$ cat src/rtl/ini_pyld_send_proc_pkg.sv
// Shared widths, state encoding and head field offsets for the P2P initiator payload path.
package ini_pyld_send_proc_pkg;

  localparam int unsigned P2P_DATA_W     = 256;
  localparam int unsigned P2P_HEAD_W     = 128;
  localparam int unsigned MSG_BLEN_WIDTH = 13;
  localparam int unsigned QUEUE_NUM_LOG  = 4;
  localparam int unsigned QUEUE_NUM      = 1 << QUEUE_NUM_LOG;
  localparam int unsigned ADDR_W         = 32;
  localparam int unsigned BPB            = P2P_DATA_W / 8;
  localparam int unsigned BPB_LOG        = 5;
  localparam int unsigned BEAT_CNT_W     = MSG_BLEN_WIDTH - 4;

  localparam int unsigned IS_WR_BIT = 127;
  localparam int unsigned ADDR_LSB  = 32;
  localparam int unsigned BLEN_LSB  = 0;

  typedef enum logic [3:0] {
    ST_INIT = 4'b0001,
    ST_IDLE = 4'b0010,
    ST_SEND = 4'b0100,
    ST_DROP = 4'b1000
  } state_e;

  // Number of payload beats needed to carry blen bytes (ceil(blen / BPB)).
  function automatic logic [BEAT_CNT_W-1:0] calc_exp_beats(input logic [MSG_BLEN_WIDTH-1:0] blen);
    logic [MSG_BLEN_WIDTH:0] sum;
    sum = {1'b0, blen} + (MSG_BLEN_WIDTH + 1)'(BPB - 1);
    return BEAT_CNT_W'(sum >> BPB_LOG);
  endfunction

endpackage

$ cat src/rtl/ini_pyld_send_proc_head_pack.sv
// Packs {is_wr, addr, blen} into a p2p_req head; reserved fields are zero.
module p2p_head_pack
  import ini_pyld_send_proc_pkg::*;
(
  input  logic                      is_wr_i,
  input  logic [ADDR_W-1:0]         addr_i,
  input  logic [MSG_BLEN_WIDTH-1:0] blen_i,
  output logic [P2P_HEAD_W-1:0]     head_o
);

  // Place each field at its fixed offset, everything else reserved zero
  always_comb begin
    head_o                              = '0;
    head_o[IS_WR_BIT]                   = is_wr_i;
    head_o[ADDR_LSB +: ADDR_W]          = addr_i;
    head_o[BLEN_LSB +: MSG_BLEN_WIDTH]  = blen_i;
  end

endmodule

$ cat src/rtl/ini_pyld_send_proc.sv
// Initiator payload transmit processor: per-queue send/drop, head build, beat forwarding.
module ini_pyld_send_proc
  import ini_pyld_send_proc_pkg::*;
(
  input  logic                      clk,
  input  logic                      rst,
  output logic                      init_end,
  input  logic                      desc_valid,
  input  logic [QUEUE_NUM_LOG-1:0]  desc_qnum,
  input  logic [ADDR_W-1:0]         desc_addr,
  input  logic [MSG_BLEN_WIDTH-1:0] desc_blen,
  output logic                      desc_ready,
  input  logic                      pyld_valid,
  input  logic                      pyld_last,
  input  logic [P2P_DATA_W-1:0]     pyld_data,
  output logic                      pyld_ready,
  output logic                      p2p_req_valid,
  output logic                      p2p_req_last,
  output logic [P2P_HEAD_W-1:0]     p2p_req_head,
  output logic [P2P_DATA_W-1:0]     p2p_req_data,
  input  logic                      p2p_req_ready,
  input  logic                      qen_wen,
  input  logic [QUEUE_NUM_LOG-1:0]  qen_qnum,
  input  logic                      qen_data,
  output logic                      len_err
);

  state_e                    state_q, state_d;
  logic [QUEUE_NUM_LOG-1:0]  tab_index_q;
  logic                      init_end_q;
  logic [QUEUE_NUM-1:0]      en_tab_q;
  logic [ADDR_W-1:0]         addr_q;
  logic [MSG_BLEN_WIDTH-1:0] blen_q;
  logic [BEAT_CNT_W-1:0]     exp_beats_q;
  logic [BEAT_CNT_W-1:0]     beat_cnt_q;
  logic                      len_err_q, len_err_d;
  logic [P2P_HEAD_W-1:0]     head_w;
  logic                      desc_hs;
  logic                      beat_acc;

  assign desc_hs  = desc_valid & desc_ready;
  assign beat_acc = pyld_valid & pyld_ready;
  assign init_end = init_end_q;
  assign len_err  = len_err_q;

  p2p_head_pack u_head_pack (
    .is_wr_i (1'b1),
    .addr_i  (addr_q),
    .blen_i  (blen_q),
    .head_o  (head_w)
  );

  // State register
  always_ff @(posedge clk or posedge rst) begin
    if (rst) state_q <= ST_INIT;
    else     state_q <= state_d;
  end

  // Next-state and length-error decode
  always_comb begin
    state_d   = state_q;
    len_err_d = 1'b0;
    case (state_q)
      ST_INIT: begin
        if (tab_index_q == QUEUE_NUM_LOG'(QUEUE_NUM - 1)) state_d = ST_IDLE;
      end
      ST_IDLE: begin
        if (desc_hs) begin
          if (desc_blen == '0)          len_err_d = 1'b1;
          else if (en_tab_q[desc_qnum]) state_d   = ST_SEND;
          else                          state_d   = ST_DROP;
        end
      end
      ST_SEND, ST_DROP: begin
        if (beat_acc && pyld_last) begin
          state_d   = ST_IDLE;
          len_err_d = ((beat_cnt_q + BEAT_CNT_W'(1)) != exp_beats_q);
        end
      end
      default: state_d = ST_IDLE;
    endcase
  end

  // Handshake and forwarding outputs; the SEND path is a zero-latency pass-through
  always_comb begin
    desc_ready    = 1'b0;
    pyld_ready    = 1'b0;
    p2p_req_valid = 1'b0;
    p2p_req_last  = 1'b0;
    p2p_req_head  = '0;
    p2p_req_data  = '0;
    case (state_q)
      ST_IDLE: desc_ready = 1'b1;
      ST_SEND: begin
        pyld_ready    = p2p_req_ready;
        p2p_req_valid = pyld_valid;
        p2p_req_last  = pyld_last;
        p2p_req_head  = head_w;
        p2p_req_data  = pyld_data;
      end
      ST_DROP: pyld_ready = 1'b1;
      default: ;
    endcase
  end

  // Post-reset sweep index and completion flag
  always_ff @(posedge clk or posedge rst) begin
    if (rst) begin
      tab_index_q <= '0;
      init_end_q  <= 1'b0;
    end else if (state_q == ST_INIT) begin
      tab_index_q <= tab_index_q + QUEUE_NUM_LOG'(1);
      if (tab_index_q == QUEUE_NUM_LOG'(QUEUE_NUM - 1)) init_end_q <= 1'b1;
    end
  end

  // Queue enable table: cleared by the sweep, then written by software
  always_ff @(posedge clk or posedge rst) begin
    if (rst) begin
      en_tab_q <= '0;
    end else if (state_q == ST_INIT) begin
      en_tab_q[tab_index_q] <= 1'b0;
    end else if (init_end_q && qen_wen) begin
      en_tab_q[qen_qnum] <= qen_data;
    end
  end

  // Descriptor latch, beat counter and error pulse
  always_ff @(posedge clk or posedge rst) begin
    if (rst) begin
      addr_q      <= '0;
      blen_q      <= '0;
      exp_beats_q <= '0;
      beat_cnt_q  <= '0;
      len_err_q   <= 1'b0;
    end else begin
      len_err_q <= len_err_d;
      if (desc_hs) begin
        addr_q      <= desc_addr;
        blen_q      <= desc_blen;
        exp_beats_q <= calc_exp_beats(desc_blen);
        beat_cnt_q  <= '0;
      end else if (beat_acc) begin
        beat_cnt_q <= beat_cnt_q + BEAT_CNT_W'(1);
      end
    end
  end

endmodule

$ cat config.mk
export PLATFORM = sky130hd
export DESIGN_NAME = ini_pyld_send_proc
export DESIGN_NICKNAME = d
export VERILOG_FILES = /design/src/rtl/ini_pyld_send_proc_pkg.sv /design/src/rtl/ini_pyld_send_proc_head_pack.sv /design/src/rtl/ini_pyld_send_proc.sv
export SDC_FILE = /design/constraint.sdc
export NUM_CORES = 1
export LEC_CHECK = 0
export CORE_AREA = 10 10 268 270
export DETAILED_ROUTE_END_ITERATION = 8
export DIE_AREA = 0 0 278 280
export SLEW_MARGIN = 20
export SYNTH_ARGS = -nofsm -noshare
export SYNTH_HDL_FRONTEND = slang
export SYNTH_HIERARCHICAL = 1
export SYNTH_SLANG_ARGS = --single-unit
$ cat constraint.sdc
create_clock -name clk -period 9.04 [get_ports clk]
set_input_delay 1.808 -clock clk [delete_from_list [all_inputs] [get_ports clk]]
set_output_delay 1.808 -clock clk [all_outputs]
set_load 0.02 [all_outputs]
# Yosys cells after proc, flatten, opt, wreduce, memory -nomap -nowiden
# Cells that the tools add are included.
# W data, S select, Z words.
[totals]
in_bits = 317
word_cells = 68
output_inout_bits = 390
regBits = 89
[op_classes]
reduce_logical = 10
n_lt_le_gt_ge = 5
add_sub_neg = 3
bitwise_logic = 4
n_mux = 27
n_eq_ne = 10
[op_table]
columns = ["operator", "count"]
rows = [
  ["$mux W256", 1],
  ["$mux W128", 1],
  ["$mux W16", 2],
  ["$mux W4", 5],
  ["$mux W9", 2],
  ["$and A16 B16 Y16", 1],
  ["$bwmux W16", 1],
  ["$not A16 Y16", 1],
  ["$lt A4 B5 Y1 const B", 3],
  ["$add A13 B5 Y14 const B", 1],
  ["$logic_not A13 Y1", 1],
  ["$pmux W4 S3", 1],
  ["$add A9 B1 Y9 const B", 1],
  ["$mux W1", 9],
  ["$ne A9 B9 Y1", 1],
  ["$demux W1 S4", 2],
  ["$eq A4 B4 Y1 const B", 2],
  ["$ge A4 B1 Y1 const B", 2],
  ["$ne A2 B2 Y1 const B", 3],
  ["$add A4 B1 Y4 const B", 1],
  ["$bmux W1 S4", 1],
  ["$eq A4 B1 Y1 const B", 1],
  ["$eq A4 B2 Y1 const B", 1],
  ["$eq A4 B3 Y1 const B", 1],
  ["8 further kinds", 14],
]

# Depth between registers and ports, before layout
[depth]
depth_word = 7
mapped_depth = 7

# Modules after synthesis
# The synthesis kept the hierarchy.
[modules_own_cells]
columns = ["mod", "n_inst", "area_each_um2", "seq_area_each_um2", "cells_each"]
rows = [
  ["ini_pyld_send_proc", 1, 6956.7, 2228.4, 884],
  ["p2p_head_pack", 1, 964.7, 0.0, 129],
]

# Worst setup path after synthesis
# Ideal clock, no wire load.
[synth_timing]
path_type = "input-to-output"
startpoint = "input port p2p_req_ready"
endpoint = "output port pyld_ready"
path_slack_ns = 5.018
stages = 2
t_required_ns = 7.232
arrival_time_ns = 2.214
path_cell_list = "and3b_1 > o21a_1"
[synth_via]
elab_chain_cells = 1
[synth_lines]
columns = ["element", "line_no", "text"]
rows = [
  ["from (decl)", "ini_pyld_send_proc.sv:21", "input logic p2p_req_ready,"],
  ["$pmux W1 S2", "ini_pyld_send_proc.sv:92", "case (state_q)"],
  ["to (decl)", "ini_pyld_send_proc.sv:16", "output logic pyld_ready,"],
]
# No other way between the ends.

# Worst setup path in the final report
[layout_timing]
startpoint = "register state_q[2]"
endpoint = "output port p2p_req_data[91]"
[layout_via]
elab_chain_cells = 2
[layout_lines]
columns = ["element", "line_no", "text"]
rows = [
  ["from (decl)", "ini_pyld_send_proc.sv:28", "state_e state_q, state_d;"],
  ["from (signal assigned)", "ini_pyld_send_proc.sv:56", "else state_q <= state_d;"],
  ["$eq A4 B3 Y1", "ini_pyld_send_proc.sv:92", ""],
  ["$mux W256", "ini_pyld_send_proc.sv:92", ""],
  ["to (decl)", "ini_pyld_send_proc.sv:20", "output logic [P2P_DATA_W-1:0] p2p_req_data,"],
]
# No other way between the ends.

==> metrics.txt <==
# TYPE chip_impl_metric gauge
chip_impl_info{name="outcome",value="completed"} 1
chip_impl_metric{name="drtAntennaViolNets",unit=""} 0
chip_impl_metric{name="critical-path-max-stage-delay",unit="ns"} 0.76
chip_impl_metric{name="p_leak",unit="nW"} 5.88
chip_impl_metric{name="pwr_per_cell_area",unit="mW/mm²"} 107
chip_impl_metric{name="syn2layout_area_growth",unit="%"} 85.7
chip_impl_metric{name="power",unit="mW"} 1.57
chip_impl_info{name="critical_path.reg2reg.endpoint",value="beat_cnt_q[7]$_DFFE_PP0P_"} 1
chip_impl_metric{name="overflow",unit=""} 0
chip_impl_metric{name="regToRegSetupSlack",unit="ns"} 6.29
chip_impl_metric{name="postSynthCellCount",unit=""} 1013
chip_impl_metric{name="power_switching_share",unit="%"} 36.3
chip_impl_metric{name="finalCoreUtilization",unit="%"} 22.1
chip_impl_metric{name="dpl-instance-area",unit="mm²"} 0.0144
chip_impl_metric{name="ys_ff_latch",unit=""} 89
chip_impl_metric{name="synth-seq-area-share",unit="%"} 28.1
chip_impl_info{name="hold_path.startpoint",value="addr_q[5]$_DFFE_PP0P_"} 1
chip_impl_info{name="critical_path.top_delay_family",value="buffers and inverters"} 1
chip_impl_info{name="most-common-layout-cells",value="clkdlybuf4s50_1, and2_1, nand2_1"} 1
chip_impl_metric{name="timing.final.setup_violations",unit=""} 0
chip_impl_metric{name="routed_wl",unit="µm"} 71900
chip_impl_info{name="worst_r2r_start",value="state_q[2]$_DFFE_PP0P_"} 1
chip_impl_metric{name="cts_hold_buf",unit=""} 0
chip_impl_metric{name="htree_num_levels",unit=""} 3
chip_impl_metric{name="core_area",unit="mm²"} 0.0666
chip_impl_metric{name="place_congestion",unit=""} 1.05
chip_impl_metric{name="critical_path_required",unit="ns"} 7.23
chip_impl_metric{name="average_instance_area_after_synthesis",unit="µm²"} 7.82
chip_impl_metric{name="synth.cell_area",unit="mm²"} 0.00792
chip_impl_metric{name="hold_viol_final",unit=""} 0
chip_impl_metric{name="p_sw",unit="mW"} 0.571
chip_impl_info{name="timing.critical_path.slowest_stage_cell",value="clkdlybuf4s50_1"} 1
chip_impl_metric{name="io_buffer_count",unit=""} 624
chip_impl_metric{name="layout_min_cycle_time",unit="ns"} 5.41
chip_impl_metric{name="drt_first_pass_iters",unit=""} 5
chip_impl_metric{name="finalClockSkew",unit="ns"} 0.0206
chip_impl_metric{name="worst_skew_pair.late_latency",unit="ns"} 0.39
chip_impl_metric{name="die_width",unit="µm"} 278
chip_impl_info{name="timing.critical_path.to_type",value="output pin"} 1
chip_impl_metric{name="peak_vdd_ir",unit="V"} 0.000146
chip_impl_metric{name="min_delay_path_depth",unit=""} 2
chip_impl_info{name="kind_of_launch_point_of_the_worst_setup_path",value="flip-flop"} 1
chip_impl_metric{name="clock_path_buffers",unit=""} 2
chip_impl_metric{name="timing.max_slew.rel_slack",unit="%"} 31.8
chip_impl_metric{name="initial_utilization",unit="%"} 11.9
chip_impl_metric{name="rr_worst_depth",unit=""} 5
chip_impl_metric{name="synth_enable_flop_cells",unit=""} 0
chip_impl_metric{name="detailroute.via_count",unit=""} 8437
chip_impl_metric{name="cp.buffers_inverters",unit=""} 3
chip_impl_info{name="crit_type",value="reg2out"} 1
chip_impl_info{name="critPathMostFrequentCell",value="buf_4"} 1
chip_impl_metric{name="wl_per_cell",unit="µm"} 29.7
chip_impl_metric{name="p_clk_share",unit="%"} 25.4
chip_impl_metric{name="fin_crit_sh",unit="%"} 59.9
chip_impl_metric{name="fin_setup_tns",unit="ns"} 0
chip_impl_metric{name="worst-slew-pin-transition",unit="ns"} 1.02
chip_impl_metric{name="detail_route.vias_per_cell",unit=""} 3.48
chip_impl_info{name="hold_path_class",value="reg2reg"} 1
chip_impl_metric{name="async_reset_ff_share",unit="%"} 100
chip_impl_metric{name="synth_warn",unit=""} 6
chip_impl_metric{name="cellInternalPower",unit="mW"} 1.00
chip_impl_metric{name="drive_above_1_share",unit="%"} 2.85
chip_impl_metric{name="finalNetCount",unit=""} 1862
chip_impl_metric{name="drt_iter0_drc",unit=""} 592
chip_impl_metric{name="placementRows",unit=""} 95
chip_impl_metric{name="yosysUniqueCellTypes",unit=""} 56
chip_impl_metric{name="post-route-drc-count",unit=""} 0
chip_impl_metric{name="dp.final_hpwl",unit="µm"} 64900
chip_impl_metric{name="seqPwrFrac",unit="%"} 37.6
chip_impl_metric{name="globalRouteTotalUtil",unit="%"} 17.4
chip_impl_metric{name="vias_in_the_first_global_route",unit=""} 8121
chip_impl_metric{name="first_pass_grt_wire_length",unit="µm"} 88800
chip_impl_metric{name="pin_count",unit=""} 707
chip_impl_metric{name="critical_path_arrival",unit="ns"} 3.60
chip_impl_metric{name="maximum_number_of_pins_on_one_net_before_global_route_repair",unit=""} 231
chip_impl_metric{name="final_cell_area",unit="mm²"} 0.0147
chip_impl_info{name="ctsRootBufferMaster",value="clkbuf_16"} 1
chip_impl_metric{name="share_comb_of_total_power",unit="%"} 37.0
chip_impl_metric{name="cts.repair.resized",unit=""} 0
chip_impl_info{name="layout.cells.most_common",value="clkdlybuf4s50_1"} 1
chip_impl_metric{name="floorplan.die.height",unit="µm"} 280
chip_impl_metric{name="cts.clk_slew.worst_paths",unit="ns"} 0.07
chip_impl_info{name="cts_tree",value="yes"} 1
chip_impl_info{name="ys.flop_type",value="dfrtp_1"} 1
chip_impl_metric{name="cts_bufs_inserted",unit=""} 9
chip_impl_metric{name="clock_sink_count",unit=""} 89
chip_impl_metric{name="die_area",unit="mm²"} 0.0778
chip_impl_metric{name="number_of_antenna_violations_at_the_first_check_in_global_routing",unit=""} 47
chip_impl_metric{name="clock.fmax",unit="MHz"} 185
chip_impl_info{name="cp_cell_sequence",value="nor4b_4 > buf_4 > buf_4 > and2_1 > clkdlybuf4s50_1"} 1
chip_impl_metric{name="maxCapViolations",unit=""} 0
chip_impl_info{name="hold-path-endpoint",value="addr_q[5]$_DFFE_PP0P_"} 1
chip_impl_metric{name="postCtsSetupBuffers",unit=""} 0
chip_impl_metric{name="slew_violations",unit=""} 0
chip_impl_info{name="setup_repair_after_global_routing_missed_its_margin",value="no"} 1
chip_impl_metric{name="worst-path-max-fanout",unit=""} 96
## layer usage
metal  share of wire, %  routed length, µm  vias up  GRT usage [%]
met5               0.28                204        -              0
met4               0.88                633       34           1.65
met3                 12               8350       70           9.29
met2                 45              32400      419           27.5
met1                 42              30300     3855           21.3
li1                   -                  -     4059              -
## layout make-up
type,instances,area [µm²]
fillers,7427,51900
inverters,11,43.8
clock buffers,9,225
flip-flops and latches,89,2230
clock inverters,7,76.3
repair buffers,629,6300
diodes,4,10.0
multi-input cells,800,4740
well taps,873,1090
## registers in the layout (all words and copies together) (netlist names), 4 cells and up
signal / count
state_q: 4
tab_index_q: 4
beat_cnt_q: 9
en_tab_q: 16
exp_beats_q: 9
blen_q: 13
addr_q: 32
## metrics by stage
stage	worst slack [ns]	std cells	hold slack [ns]
final	3.63	2422	0.467
after global routing	3.35	2419	0.492
after CTS	3.52	2418	0.473
after detailed placement	3.70	2402	0.455
after global placement	3.71	2402	0.452
after floorplan	4.93	1094	0.447
## worst reg2reg max path, delay by kind of cell, from the launching register on
kind / cells / cell delay (ns)
AND/OR/NAND/NOR: 2 / 1.33
AO/OA/AOI/OAI: 3 / 0.76
flip-flops: 1 / 0.51
## power by group through the flow
stage / clock network, mW / logic, mW / registers, mW
finish: 0.400 / 0.582 / 0.593
global route: 0.432 / 0.646 / 0.611
CTS: 0.418 / 0.592 / 0.594
detailed placement: 0 / 0.590 / 0.602
global placement: 0 / 0.586 / 0.598
floorplan: 0 / 0.457 / 0.581
## cell usage after synthesis, types with 4 or more instances
cell type	number	area, µm²
and2_1	388	2430
nand2_1	133	499
buf_4	128	961
dfrtp_1	88	2200
clkbuf_1	53	199
o21ai_0	36	180
nor2_1	20	75.1
nand3_1	15	75.1
xnor2_1	14	123
o31ai_1	11	82.6
buf_2	10	50.1
inv_1	10	37.5
mux2_2	10	113
o221ai_1	10	87.6
xor2_1	9	78.8
nand2b_1	7	43.8
and3_1	6	37.5
ha_1	5	62.6
mux4_1	4	105
## cells by family after synthesis
kind of cell / share of synthesized area (%)
compound gates: 6.49
flops: 28.1
other cells: 0.0948
fa+ha+maj: 0.790
buf+inv: 16.0
xor+xnor: 2.54
simple gates: 42.8
mux: 3.16
## worst max path at each step
stage,startpoint,end,cells after the start
after floorplan,rst,addr_q[0]$_DFFE_PP0P_,1
after global placement,pyld_last,p2p_req_last,3
after detailed placement,pyld_last,p2p_req_last,3
after CTS,state_q[2]$_DFFE_PP0P_,p2p_req_data[97],5
after global routing,state_q[2]$_DFFE_PP0P_,p2p_req_data[91],5
final,state_q[2]$_DFFE_PP0P_,p2p_req_data[91],5
(Power assumes the default switching activity.)
